<file path="src/rtl/output_port_receiver.sv">
// output_port_receiver
//   Receiving end of the CPU output port. Each CPU output-load strobe pushes
//   one word into a small FIFO. The push happens one cycle after the strobe,
//   when the CPU output register holds the new value. A downstream consumer
//   drains the FIFO over a valid/ready handshake. A word that arrives while
//   the FIFO is full and not being popped is dropped, and a sticky Overflow
//   flag is set.
// Ports
//   Clk       rising-edge clock
//   Reset     asynchronous, active-high
//   Out_Ld    CPU output-load strobe (one push per high cycle, one cycle later)
//   Out_Data  CPU output-register value, sampled in the cycle after Out_Ld
//   Dout      head-of-FIFO word, 0 when Valid=0
//   Valid     Dout holds an unread word
//   Ready     consumer accepts Dout this cycle
//   Count     number of stored entries, 0..Depth
//   Full      Count == Depth
//   Overflow  sticky word-dropped flag
//   Clr_Ovf   synchronous clear of Overflow (a same-cycle drop wins)
module output_port_receiver #(
  parameter int unsigned DataWidth = 16,
  parameter int unsigned DepthBits = 2
) (
  input  logic                 Clk,
  input  logic                 Reset,
  input  logic                 Out_Ld,
  input  logic [DataWidth-1:0] Out_Data,
  output logic [DataWidth-1:0] Dout,
  output logic                 Valid,
  input  logic                 Ready,
  output logic [DepthBits:0]   Count,
  output logic                 Full,
  output logic                 Overflow,
  input  logic                 Clr_Ovf
);

  localparam int unsigned Depth = 2 ** DepthBits;
  localparam int unsigned CntW  = DepthBits + 1;

  logic                 pend_q;
  logic [DepthBits-1:0] wr_ptr_q, wr_ptr_d;
  logic [DepthBits-1:0] rd_ptr_q, rd_ptr_d;
  logic [CntW-1:0]      count_q, count_d;
  logic                 ovf_q, ovf_d;
  logic [DataWidth-1:0] mem_q [Depth];

  logic pop_c;
  logic push_c;
  logic drop_c;

  // Status outputs decode directly from registered state.
  assign Count = count_q;
  assign Valid = (count_q != '0);
  assign Full  = (count_q == CntW'(Depth));
  assign Overflow = ovf_q;
  assign Dout  = Valid ? mem_q[rd_ptr_q] : '0;

  // Handshake decisions. A pop frees a slot in the same cycle, so a full FIFO
  // can still accept a word while it is being drained.
  always_comb begin
    pop_c  = Valid & Ready;
    push_c = pend_q & (~Full | pop_c);
    drop_c = pend_q & Full & ~pop_c;
  end

  // Next-state computation for pointers, occupancy and overflow flag.
  always_comb begin
    wr_ptr_d = wr_ptr_q;
    rd_ptr_d = rd_ptr_q;
    count_d  = count_q;
    ovf_d    = ovf_q;
    if (push_c) wr_ptr_d = wr_ptr_q + DepthBits'(1);
    if (pop_c)  rd_ptr_d = rd_ptr_q + DepthBits'(1);
    count_d = count_q + CntW'(push_c) - CntW'(pop_c);
    if (drop_c)       ovf_d = 1'b1;
    else if (Clr_Ovf) ovf_d = 1'b0;
  end

  // Control state; reset also discards any pending strobe.
  always_ff @(posedge Clk or posedge Reset) begin
    if (Reset) begin
      pend_q   <= 1'b0;
      wr_ptr_q <= '0;
      rd_ptr_q <= '0;
      count_q  <= '0;
      ovf_q    <= 1'b0;
    end else begin
      pend_q   <= Out_Ld;
      wr_ptr_q <= wr_ptr_d;
      rd_ptr_q <= rd_ptr_d;
      count_q  <= count_d;
      ovf_q    <= ovf_d;
    end
  end

  // Storage array is not reset; Valid gating hides stale contents.
  always_ff @(posedge Clk) begin
    if (push_c) mem_q[wr_ptr_q] <= Out_Data;
  end

endmodule
</file>
<file path="config.mk">
export PLATFORM = sky130hd
export DESIGN_NAME = output_port_receiver
export DESIGN_NICKNAME = d
export VERILOG_FILES = /design/src/rtl/output_port_receiver.sv
export SDC_FILE = /design/constraint.sdc
export NUM_CORES = 1
export LEC_CHECK = 0
export ABC_AREA = 1
export BUFFER_PORTS_ARGS = -buffer_cell sky130_fd_sc_hd__buf_2
export CORE_ASPECT_RATIO = 2
export CORE_MARGIN = 2
export CORE_UTILIZATION = 40
export DETAILED_ROUTE_END_ITERATION = 10
export SYNTH_ARGS = -nofsm -noshare
export SYNTH_HDL_FRONTEND = slang
export SYNTH_SLANG_ARGS = --single-unit
</file>
<file path="constraint.sdc">
create_clock -name Clk -period 2.2 [get_ports Clk]
set_input_delay 0.44 -clock Clk [delete_from_list [all_inputs] [get_ports Clk]]
set_output_delay 0.44 -clock Clk [all_outputs]
set_load 0.005 [all_outputs]
</file>
==> After elaboration in Yosys (flattened, before gate mapping) <==
Memories as Yosys holds them, arrays and structs flattened.
Cells that the tools add are included.
{ "totals": {"ff_bits": 9, "ram_bits": 64, "inputBits": 21, "out_inout_bits": 22, "wordCells": 25, "mem_count": 1} }
{ "memory_table": {"columns": ["name", "words", "width", "rd", "rd_clocked_by_memory_dff", "wr", "line", "text"], "rows": [
  ["mem_q", 4, 16, 1, 0, 1, "45", "logic [DataWidth-1:0] mem_q [Depth];"]
]} }
{ "classes": {"add_sub_neg": 4, "eq_ne": 1, "n_mux": 5, "bitwise": 7, "reduce_logical": 2} }
{ "op_table": {"columns": ["op", "count"], "rows": [
  ["$mux W16", 1],
  ["$add A2 B1 Y2 const B", 2],
  ["$and A1 B1 Y1", 4],
  ["$mux W1", 4],
  ["$add A3 B1 Y3", 1],
  ["$eq A3 B3 Y1 const B", 1],
  ["$reduce_bool A3 Y1", 1],
  ["$sub A3 B1 Y3", 1],
  ["$not A1 Y1", 2],
  ["$reduce_bool A2 Y1", 1],
  ["$or A1 B1 Y1", 1]
]} }

==> Depth between registers and ports, before layout <==
{ "logic_depth": {"ltp_word": 6, "ltp_mapped": 9, "depth_no_buf": 9} }

==> Least setup slack after synthesis <==
Ideal clock, no wire load.
{ "synth_timing": {"kind": "register to register", "startpoint": "reg count_q[1] (netlist: Count[1])", "endpoint": "mem mem_q[0][0] (enable)", "setup_ps": 389, "arrival_ps": 1412, "required_ps": 1811, "path_slack_ps": 400, "path_stages_with_launch": 5, "n_path_buf": 0, "period_less_slack_ps": 1800, "cell_sequence": "dfrtp_1 > nor2_4 > nand3_2 > nand2_2 > nor2_1"} }
{ "synth_between": {"elab_chain_cells": 6, "word_cells_on_any_way": 8, "classes_between": "eq/ne: 1; mux: 2; bitwise: 4; reduce/logical: 1"} }
{ "synth_lines": {"columns": ["item", "line", "text"], "rows": [
  ["from (decl)", "43", "logic [CntW-1:0] count_q, count_d;"],
  ["from (signal assigned)", "91", "count_q <= count_d;"],
  ["$reduce_bool A3 Y1 or $eq A3 B3 Y1 (tied branches)", "53, 54", null],
  ["$and A1 B1 Y1 or $not A1 Y1 (tied branches)", "61, 62", null],
  ["$or A1 B1 Y1 *", "62", "push_c = pend_q & (~Full | pop_c);"],
  ["$and A1 B1 Y1 *", "62", null],
  ["$mux W1 *", "98", "if (push_c) mem_q[wr_ptr_q] <= Out_Data;"],
  ["$mux W1 (implied by the code) *", "98", null],
  ["to (decl)", "45", null]
]} }
Mark *: on every way between the ends. The rest lies on a longest branch, timed or not.

==> Worst setup path in the final report <==
{ "layout_timing": {"startpoint": "reg rd_ptr_q[0]", "endpoint": "out Dout[5]"} }
{ "layout_between": {"elab_chain_cells": 2} }
{ "layout_lines": {"columns": ["item", "line", "text"], "rows": [
  ["from (decl)", "42", "logic [DepthBits-1:0] rd_ptr_q, rd_ptr_d;"],
  ["from (signal assigned)", "90", "rd_ptr_q <= rd_ptr_d;"],
  ["$mem_v2 Z4 W16", null, null],
  ["$mux W16", "56", "assign Dout = Valid ? mem_q[rd_ptr_q] : '0;"],
  ["to (decl)", "28", "output logic [DataWidth-1:0] Dout,"]
]} }
No other way between the ends.

==> results.py <==
metrics = {
    "status": {
        "outcome": "complete, no violations",
    },
    "route": {
        "final_antenna_net_count": 0,
        "drcViolationCount": 0,
        "vias": 2154,
        "route.final.wire_length_mm": 6.21,
        "avgRoutedWirePerCell_um": 13.3,
        "firstDrtPassIters": 4,
        "viasPerCell": 4.60,
        "drt_first_iter_violations": 51,
    },
    "logic_synthesis": {
        "postSynthAreaPerCell_um2": 10.9,
        "yosysUniqueCellTypes": 23,
        "register_bit_count_reported_by_yosys": 73,
        "netlist_instances": 315,
        "synth-main-ff-cell": "edfxtp_1",
        "synth_enable_flop_cells": 64,
        "share_of_synthesized_flip_flops_with_an_asynchronous_set_or_reset_pct": 12.3,
        "postSynthNetCount": 342,
        "yosysSeqAreaShare_pct": 62.7,
        "post_synth_design_cell_area_um2": 3430,
        "ys_warn_count": 0,
    },
    "timing": {
        "worst_pin_slew_ns": 0.396,
        "finalCritPeriodShare_pct": 91.6,
        "grt_setup_unrepaired": "no",
        "post-route-worst-setup-slack_ns": 0.186,
        "timing_hold_violations_final": 0,
        "final_setup_viols": 0,
        "finalWorstPathRequiredPeriod_ns": 2.01,
        "fin_worst_skew_ns": 0.00620,
        "max_slew_margin_pct": 73.6,
        "fin_setup_tns_ns": 0,
        "maximum_achievable_frequency_mhz": 496,
        "final_max_slew_viol_count": 0,
    },
    "flow_run": {
        "max_cap_violations": 0,
    },
    "floorplan": {
        "start_util_pct": 41.3,
        "design.portCount": 43,
        "chipHeight_um": 135,
        "std_cell_rows": 47,
        "die_area_um2": 9370,
        "coreArea_um2": 8290,
        "dieWidth_um": 69.5,
    },
    "grt": {
        "grt_start_max_net_pins": 34,
        "grt_pass1_vias": 2066,
        "antenna_violations_before_repair": 0,
        "first_pass_grt_wire_length_mm": 10.0,
        "total_congestion_overflow": 0,
        "total_routing_usage_reported_by_global_routing_pct": 14.2,
    },
    "power_and_ir_drop": {
        "finalPower_w": 0.00525,
        "power_leakage_nw": 1.87,
        "peakVddDrop_mv": 0.677,
        "pwr_density_cell_nw_per_um2": 1310,
    },
    "setup_path": {
        "timing.setup.critical_path_class": "flop to primary output",
        "critical_path.max_fanout": 33,
        "reg2reg_from": "Count[1]",
        "timing.critical_path.cells": "inv_4 -> nand2_1 -> nand3_1 -> a21oi_2 -> buf_2",
        "critical-path-slowest-cell": "dfrtp_2",
        "critical_path_required_ns": 1.76,
        "critPathArrivalTime_ns": 1.57,
        "critPathMaxStageDelay_ns": 0.49,
        "r2r-end": "Count[2]",
        "reg2reg_setup_slack_ns": 0.34,
        "worst-r2r-cell-count": 9,
        "crit_path_end_kind": "primary output",
        "worstSetupStartpointType": "flop",
    },
    "clock_network": {
        "clock_sink_total": 73,
        "post-cts-setup-buffer-count": 0,
        "cts_tree": "yes",
        "cts_hold_buf": 0,
        "number_of_buffers_added_by_the_clock_tree_synthesis_step": 9,
        "h-tree-depth": 3,
        "cts.reportedPaths.clkPinSlew_ns": 0.05,
        "insertion_delay_ns": 0.33,
        "clk_path_buf_depth": 2,
        "clockRootBuffer": "clkbuf_16",
    },
    "finish": {
        "drive_gt1_share_pct": 28.6,
        "antenna_cells": 0,
        "nets": 392,
        "layout.cells.most_common": "inv_1",
        "finish.utilization_pct": 48.3,
        "mostFrequentLayoutCells": "inv_1 (77), nand2_1 (68), edfxtp_1 (64), buf_2 (42), nand3_1 (24)",
        "area_growth_pct": 16.8,
        "finish.instance_area_um2": 4000,
        "fill_cells": 767,
    },
    "worst_hold_path": {
        "hp-class": "input port to async pin",
    },
    "placed_design": {
        "globalplace.congestion": 0.746,
        "place_area_um2": 3720,
        "detailed_place_hpwl_mm": 4.21,
        "buffer_ports.inserted": 42,
        "placement.setup.worst_slack_ns": 0.337,
    },
}
==> critical path, delay by kind of cell, from the launching register on <==
family	cells	cell delay, ns
AOI/OAI and AO/OA	1	0.06
DFF	1	0.49
and+or+nand+nor	2	0.22
buffers and inverters	2	0.47
==> power breakdown <==
part / internal, W / switching (W)
combinational: 0.000753 / 0.00117
sequential: 0.00181 / 0.000166
clock: 0.000863 / 0.000491
==> sequential cells by signal, summed over array words and instances (netlist names) <==
register / count
pend_q: 1
Count: 3
mem_q: 64
wr_ptr_q: 2
Overflow: 1
rd_ptr_q: 2
==> layer usage <==
metal	vias to the layer above	wire, um	track usage [%]
met4	0	100	6.86
met3	6	254	4.18
met1	1021	2300	14.4
li1	1084	-	-
met2	43	3550	26.2
met5	-	0	0
==> synthesized netlist by cell type, types with 2 or more instances <==
master | instances | area share, %
edfxtp_1 | 64 | 56
inv_4 | 2 | 0.37
buf_6 | 7 | 2.3
nand2_2 | 11 | 2.0
inv_1 | 77 | 8.4
nand2_1 | 68 | 7.4
dfrtp_1 | 9 | 6.6
a21oi_1 | 3 | 0.44
nand3_2 | 14 | 4.1
a21oi_2 | 13 | 3.3
nor2_1 | 5 | 0.55
ha_1 | 5 | 1.8
nand3_1 | 24 | 3.5
buf_2 | 4 | 0.58
==> layout make-up <==
type | count | area [um^2] | share of cell area, %
Timing Repair Buffer | 50 | 270 | 6.75
Tap cell | 98 | 123 | 3.06
Sequential cell | 73 | 2150 | 53.7
Clock inverter | 5 | 46.3 | 1.16
Inverter | 81 | 314 | 7.85
Clock buffer | 11 | 233 | 5.82
Multi-Input combinational cell | 150 | 867 | 21.7
==> worst max-delay path by stage <==
stage / from / end / slack [ns]
detailed placement: Count[1] / Count[2] / 0.34
floorplan: Count[1] / mem_q[0][0] / 0.40
CTS: rd_ptr_q[0] / Dout[0] / 0.04
finish: rd_ptr_q[0] / Dout[5] / 0.19
global route: rd_ptr_q[0] / Dout[0] / 0.06
global placement: Count[1] / Count[2] / 0.41
==> cell families (layout without fill, tap and decap cells) <==
kind of cell,count (synthesis),count (layout),synth area share [%]
buf+inv,92,147,12.0
xor+xnor,2,2,0.511
compound gates,17,17,3.91
fa+ha+maj,6,6,2.41
flops,73,73,62.7
simple gates,125,125,18.5
==> through the flow <==
step / hold slack [ns] / std cells
final: 0.0695 / 468
after global routing: 0.0961 / 468
after CTS: 0.0737 / 468
after detailed placement: 0.425 / 452
after global placement: 0.418 / 452
after floorplan: 0.268 / 315
==> repair_timing <==
action,CTS,global route
endpoints found under the setup margin,0,16
resized for setup,0,1
hold endpoints to repair,0,0
Power figures use the tool's default switching activity.
